--- config.mk ---
export PLATFORM = sky130hd
export DESIGN_NAME = frame_proc_sequencer
export DESIGN_NICKNAME = d
export VERILOG_FILES = /design/src/rtl/frame_proc_pkg.sv /design/src/rtl/frame_proc_sequencer_pixel_op.sv /design/src/rtl/frame_proc_sequencer.sv
export SDC_FILE = /design/constraint.sdc
export NUM_CORES = 1
export LEC_CHECK = 0
export ABC_CLOCK_PERIOD_IN_PS = 6050
export CORE_UTILIZATION = 35
export DETAILED_ROUTE_END_ITERATION = 12
export GPL_ROUTABILITY_DRIVEN = 0
export GPL_TIMING_DRIVEN = 0
export SETUP_SLACK_MARGIN = 0.4
export SYNTH_ARGS = -nofsm -noshare
export SYNTH_HDL_FRONTEND = slang
export SYNTH_SLANG_ARGS = --single-unit
--- constraint.sdc ---
create_clock -name CLK100MHZ -period 6.05 [get_ports CLK100MHZ]
set_clock_uncertainty 0.2 [all_clocks]
set_input_delay 0.605 -clock CLK100MHZ [delete_from_list [all_inputs] [get_ports CLK100MHZ]]
set_output_delay 0.605 -clock CLK100MHZ [all_outputs]
set_load 0.03 [all_outputs]
--- src/rtl/frame_proc_pkg.sv ---
// Shared definitions for the frame processing sequencer: FSM states, pixel
// operation encodings, pixel channel layout and the luma helper.
package frame_proc_pkg;

  typedef enum logic [2:0] {
    IDLE,
    WAIT_FS,
    RUN,
    DRAIN,
    ABORT_DRAIN,
    DONE
  } state_t;

  localparam logic [1:0] OP_PASS = 2'b00;
  localparam logic [1:0] OP_GRAY = 2'b01;
  localparam logic [1:0] OP_INV  = 2'b10;
  localparam logic [1:0] OP_THR  = 2'b11;

  // Pixel layout is {R,G,B}, four bits per channel.
  localparam int PIX_W = 12;
  localparam int CH_W  = 4;
  localparam int R_LSB = 8;
  localparam int G_LSB = 4;
  localparam int B_LSB = 0;

  // (R + 2G + B) >> 2; the 6-bit sum cannot overflow (max 60).
  function automatic logic [CH_W-1:0] luma(input logic [PIX_W-1:0] p);
    logic [5:0] sum_w;
    sum_w = {2'b00, p[R_LSB +: CH_W]}
          + {1'b0, p[G_LSB +: CH_W], 1'b0}
          + {2'b00, p[B_LSB +: CH_W]};
    return sum_w[5:2];
  endfunction

endpackage

--- src/rtl/frame_proc_sequencer_pixel_op.sv ---
// pixel_op: combinational per-pixel transform (pass, gray, invert, threshold).
module pixel_op
  import frame_proc_pkg::*;
(
  input  logic [1:0]       op,
  input  logic [CH_W-1:0]  threshold,
  input  logic [PIX_W-1:0] pixel,
  output logic [PIX_W-1:0] result
);

  logic [CH_W-1:0] y;

  always_comb begin
    y      = luma(pixel);
    result = pixel;
    case (op)
      OP_PASS: result = pixel;
      OP_GRAY: result = {y, y, y};
      OP_INV:  result = ~pixel;
      OP_THR:  result = (y >= threshold) ? 12'hFFF : 12'h000;
      default: result = pixel;
    endcase
  end

endmodule

--- src/rtl/frame_proc_sequencer.sv ---
// frame_proc_sequencer: streams a framebuffer through pixel_op via a fixed-latency
// read port and writes each result back. FRAME_PROC_CONTINUOUS_EN: repeat every frame until abort.
module frame_proc_sequencer
  import frame_proc_pkg::*;
#(
  parameter int ADDR_W    = 19,
  parameter int PIX_COUNT = 307200,
  parameter int RD_LAT    = 2
) (
  input  logic              CLK100MHZ,
  input  logic              rst,
  input  logic              start,
  input  logic              abort,
  input  logic              frame_sync,
  input  logic              stall,
  input  logic [1:0]        op_sel,
  input  logic [3:0]        threshold,
  input  logic [PIX_W-1:0]  rdata_alu,
  output logic [ADDR_W-1:0] raddr_alu,
  output logic [ADDR_W-1:0] waddr_alu,
  output logic [PIX_W-1:0]  wdata_alu,
  output logic              wen_alu,
  output logic              busy,
  output logic              done,
  output logic [7:0]        frame_cnt
);

  localparam logic [ADDR_W-1:0] LAST_ADDR = ADDR_W'(PIX_COUNT - 1);

  state_t            state_reg, state_next;
  logic [ADDR_W-1:0] ptr_reg, ptr_next;
  logic [1:0]        op_reg, op_next;
  logic [3:0]        thr_reg, thr_next;
  logic [7:0]        cnt_reg, cnt_next;
  logic              issue;
  logic              pipe_empty;
`ifdef FRAME_PROC_CONTINUOUS_EN
  logic              stop_reg, stop_next;
`endif

  logic              pipe_valid_reg [RD_LAT];
  logic [ADDR_W-1:0] pipe_addr_reg  [RD_LAT];
  logic [PIX_W-1:0]  op_result;
  logic              wen_reg;
  logic [ADDR_W-1:0] waddr_reg;
  logic [PIX_W-1:0]  wdata_reg;

  always_ff @(posedge CLK100MHZ) begin
    if (rst) begin
      state_reg <= IDLE;
      ptr_reg   <= '0;
      op_reg    <= OP_PASS;
      thr_reg   <= '0;
      cnt_reg   <= '0;
`ifdef FRAME_PROC_CONTINUOUS_EN
      stop_reg  <= 1'b0;
`endif
    end else begin
      state_reg <= state_next;
      ptr_reg   <= ptr_next;
      op_reg    <= op_next;
      thr_reg   <= thr_next;
      cnt_reg   <= cnt_next;
`ifdef FRAME_PROC_CONTINUOUS_EN
      stop_reg  <= stop_next;
`endif
    end
  end

  always_comb begin
    state_next = state_reg;
    ptr_next   = ptr_reg;
    op_next    = op_reg;
    thr_next   = thr_reg;
    cnt_next   = cnt_reg;
    issue      = 1'b0;
`ifdef FRAME_PROC_CONTINUOUS_EN
    stop_next  = stop_reg;
`endif
    case (state_reg)
      IDLE: begin
        if (start) begin
          state_next = WAIT_FS;
          op_next    = op_sel;
          thr_next   = threshold;
        end
      end
      WAIT_FS: begin
        if (abort) begin
          state_next = IDLE;
        end else if (frame_sync) begin
          state_next = RUN;
          ptr_next   = '0;
        end
      end
      RUN: begin
        // An abort suppresses the read of its own cycle.
        if (abort) begin
          state_next = ABORT_DRAIN;
        end else if (!stall) begin
          issue = 1'b1;
          if (ptr_reg == LAST_ADDR) begin
            state_next = DRAIN;
          end else begin
            ptr_next = ptr_reg + ADDR_W'(1);
          end
        end
      end
      DRAIN: begin
`ifdef FRAME_PROC_CONTINUOUS_EN
        if (abort) stop_next = 1'b1;
`endif
        if (pipe_empty) state_next = DONE;
      end
      ABORT_DRAIN: begin
        if (pipe_empty) state_next = IDLE;
      end
      DONE: begin
        cnt_next = cnt_reg + 8'd1;
`ifdef FRAME_PROC_CONTINUOUS_EN
        stop_next  = 1'b0;
        state_next = (abort || stop_reg) ? IDLE : WAIT_FS;
`else
        state_next = IDLE;
`endif
      end
      default: state_next = IDLE;
    endcase
  end

  always_comb begin
    pipe_empty = 1'b1;
    for (int i = 0; i < RD_LAT; i++) begin
      if (pipe_valid_reg[i]) pipe_empty = 1'b0;
    end
  end

  // Read-latency tracker: advances every cycle, stalled cycles carry invalid slots.
  genvar gi;
  generate
    for (gi = 0; gi < RD_LAT; gi++) begin : g_pipe
      if (gi == 0) begin : g_head
        always_ff @(posedge CLK100MHZ) begin
          if (rst) begin
            pipe_valid_reg[gi] <= 1'b0;
            pipe_addr_reg[gi]  <= '0;
          end else begin
            pipe_valid_reg[gi] <= issue;
            pipe_addr_reg[gi]  <= ptr_reg;
          end
        end
      end else begin : g_tail
        always_ff @(posedge CLK100MHZ) begin
          if (rst) begin
            pipe_valid_reg[gi] <= 1'b0;
            pipe_addr_reg[gi]  <= '0;
          end else begin
            pipe_valid_reg[gi] <= pipe_valid_reg[gi-1];
            pipe_addr_reg[gi]  <= pipe_addr_reg[gi-1];
          end
        end
      end
    end
  endgenerate

  pixel_op u_pixel_op (
    .op        (op_reg),
    .threshold (thr_reg),
    .pixel     (rdata_alu),
    .result    (op_result)
  );

  always_ff @(posedge CLK100MHZ) begin
    if (rst) begin
      wen_reg   <= 1'b0;
      waddr_reg <= '0;
      wdata_reg <= '0;
    end else begin
      wen_reg <= pipe_valid_reg[RD_LAT-1];
      if (pipe_valid_reg[RD_LAT-1]) begin
        waddr_reg <= pipe_addr_reg[RD_LAT-1];
        wdata_reg <= op_result;
      end
    end
  end

  assign raddr_alu = ptr_reg;
  assign waddr_alu = waddr_reg;
  assign wdata_alu = wdata_reg;
  assign wen_alu   = wen_reg;
  assign busy      = (state_reg != IDLE);
  assign done      = (state_reg == DONE);
  assign frame_cnt = cnt_reg;

endmodule

==> results.cfg <==
[status]
status = completed

[floorplan]
row_count = 41
die_h_um = 116
core_um2 = 12600
start_util = 0.359
die_area_um2 = 13400
boundaryPins = 85
dieWidth_um = 116

[timing]
hold_viol_final = 0
whs_ns = 0.237
final_max_slew_viol_count = 0
setup_ws_ns = 2.11
min_period_ns = 3.94
setup_viol = 0
fin_tns_setup_ns = 0
fmaxAchievable_ghz = 0.254
relSlewSlack = 0.509
post-route-period-util = 0.650
tightest_slew_ns = 0.733
rsz0062_at_grt = false

[detailed_routing]
viasPerCell = 5.03
totalWireLength_um = 11100
drc = 0
wl_per_cell_um = 14.5
dr.first_iter.drc_count = 184
vias = 3846
first_pass_iters = 4
ant_nets = 0

[worst_setup_path]
cp_data_arrival_time_ns = 3.95
endpoint_kind = flop
cp_max_fo = 4
cp_data_required_time_ns = 6.06
startpoint_type = input port
critPathKind = input port to flop

[logic_synthesis]
yosysWarnings = 0
synthDistinctLibCells = 53
yosys_most_used_dff = dfxtp_1
synth_top_family_by_area = simple AND/OR/NAND/NOR gates
syn-num-nets = 530
yosys_register_bits = 108
synth-xor-area-share = 0.0232
synthMuxAreaShare = 0.0530
synth_fa_ha_area_frac = 0.0425
synth_compound_area_frac = 0.149
avgSynthCellArea_um2 = 9.19
synth-edff-count = 0
synth_area_um2 = 4530
yosys.area_share.simple = 0.216
synthCells = 493
ys_async_sr_fraction = 0
seq_area_frac_synth = 0.477

[placement]
place_worst_setup_slack_ns = 1.76
io_buffers = 84
place_inst = 749
hpwl_um = 8160

[clocking]
cts.sinks = 108
cts_resized = 0
ctsHoldBuffers = 0
tritoncts = done
clock_latency_ns = 0.35
htreeDepth = 3
numCtsBuffers = 9
cts_root_buf = clkbuf_16
clk_pin_slew_ns = 0.08
clk_path_buf_depth = 2
post_cts_buffers = 0

[final_layout]
syn_to_final_growth_pct = 29.9
largest_reg_flops = 38
layout-drive-gt1-share = 0.0472
antenna_cells = 0
nets = 625
fillers = 1255
stdcell_count = 765

[power_and_ir_drop]
p_leak_uw = 0.00209
power_uw = 1430
p_per_area_nw_per_um2 = 244
vdd_drop_max_mv = 0.133

[grt]
antenna_found_initial = 0
grt_overflow = 0
grt_util_all_layers = 0.172
grt_start_max_net_pins = 21
first_global_vias = 3547
grt_pass1_wl_um = 18000

[worst_hold_path]
hp-class = flop to flop

[job]
cap_violations = 0
==> through the flow <==
step | cell area [µm²] | utilization
finish | 5890 | 0.466
global route | 5890 | 0.466
CTS | 5890 | 0.466
detailed placement | 5590 | 0.443
global placement | 5590 | 0.443
floorplan | 4530 | -
==> placed cells by master, fill, tap and decap left out, types with 9 or more instances in the layout <==
master and count:
clkbuf_16 9, nor2b_1 40, nor3_1 11, a21oi_1 30
inv_1 14, nor2_1 73, mux2i_1 24, clkbuf_1 19
o21ai_0 27, clkdlybuf4s50_1 84, dfxtp_1 108, ha_1 9
nand3_1 11, xor2_1 9, a211oi_1 9, nand2_1 12
==> layout make-up <==
| cell class | count | area [µm²] | share of cell area |
|---|---|---|---|
| Buffer | 27 | 121 | 0.0206 |
| Clock buffer | 10 | 239 | 0.0406 |
| Clock inverter | 6 | 60.1 | 0.0102 |
| Inverter | 15 | 56.3 | 0.00957 |
| Multi-Input combinational cell | 343 | 2190 | 0.372 |
| Sequential cell | 108 | 2160 | 0.367 |
| Tap cell | 172 | 215 | 0.0366 |
| Timing Repair Buffer | 84 | 841 | 0.143 |
==> report_power, final <==
group,switching (µW),total (µW),internal [µW]
clock,282,586,304
combinational,77.8,131,53.5
sequential,2.21,716,714
==> worst max-delay path, stage by stage <==
cell	delay [ns]
clkdlybuf4s50_1	0.49
inv_1	0.08
fa_1	0.57
nor2_1	0.07
fa_1	0.40
a21o_1	0.19
a21o_1	0.19
ha_1	0.27
o21ai_0	0.08
o21bai_1	0.29
a21boi_0	0.24
a2111oi_0	0.47
==> path summary, 6_finish.rpt <==
| check | start | endpoint | slack [ns] | cells past startpoint |
|---|---|---|---|---|
| worst min register to register | pipe_addr_reg[0][2] | pipe_addr_reg[1][2] | 0.24 | 1 |
| worst max-delay path | rdata_alu[1] | wdata_alu[9] | 2.11 | 12 |
| worst min-delay path | pipe_addr_reg[0][2] | pipe_addr_reg[1][2] | 0.24 | 1 |
| worst max register to register | raddr_alu[0] | raddr_alu[3] | 3.61 | 7 |
==> routing by layer <==
layer / vias up / part of all wire / track usage
met1: 1825 / 0.48 / 0.233
met5: - / 0 / 0
met3: 9 / 0.038 / 0.0288
met4: 0 / 0.010 / 0.0564
li1: 1922 / - / -
met2: 90 / 0.47 / 0.279
==> kinds of logic after synthesis <==
group	Yosys count
AND/OR/NAND/NOR	187
flip-flops	108
multiplexers	24
adder cells (fa/ha/maj)	13
AO/OA/AOI/OAI	107
XOR/XNOR	12
buffers and inverters	42
==> cell usage after synthesis (2+ instances only) <==
master | instances | share of area
a2111oi_0 | 4 | 0.0077
a211oi_1 | 9 | 0.015
a21boi_0 | 2 | 0.0033
a21o_1 | 4 | 0.0066
a21oi_1 | 30 | 0.033
a22oi_1 | 5 | 0.0083
a311oi_1 | 4 | 0.0077
a31oi_1 | 4 | 0.0055
a41oi_1 | 4 | 0.0077
and3_1 | 4 | 0.0055
and3b_1 | 3 | 0.0058
buf_1 | 2 | 0.0017
buf_2 | 4 | 0.0044
buf_6 | 2 | 0.0050
clkbuf_1 | 19 | 0.016
dfxtp_1 | 108 | 0.48
fa_1 | 4 | 0.018
ha_1 | 9 | 0.025
inv_1 | 14 | 0.012
mux2i_1 | 24 | 0.053
nand2_1 | 12 | 0.0099
nand2b_1 | 6 | 0.0083
nand3_1 | 11 | 0.012
nand3b_1 | 2 | 0.0033
nand4_1 | 7 | 0.0097
nand4b_1 | 2 | 0.0039
nor2_1 | 73 | 0.060
nor2b_1 | 40 | 0.055
nor3_1 | 11 | 0.012
nor3_2 | 2 | 0.0044
nor3b_1 | 3 | 0.0050
o211ai_1 | 2 | 0.0033
o21ai_0 | 27 | 0.030
o22ai_1 | 2 | 0.0028
o31ai_1 | 2 | 0.0033
or3_1 | 5 | 0.0069
xnor2_1 | 3 | 0.0058
xor2_1 | 9 | 0.017
(Power assumes the default switching activity.)
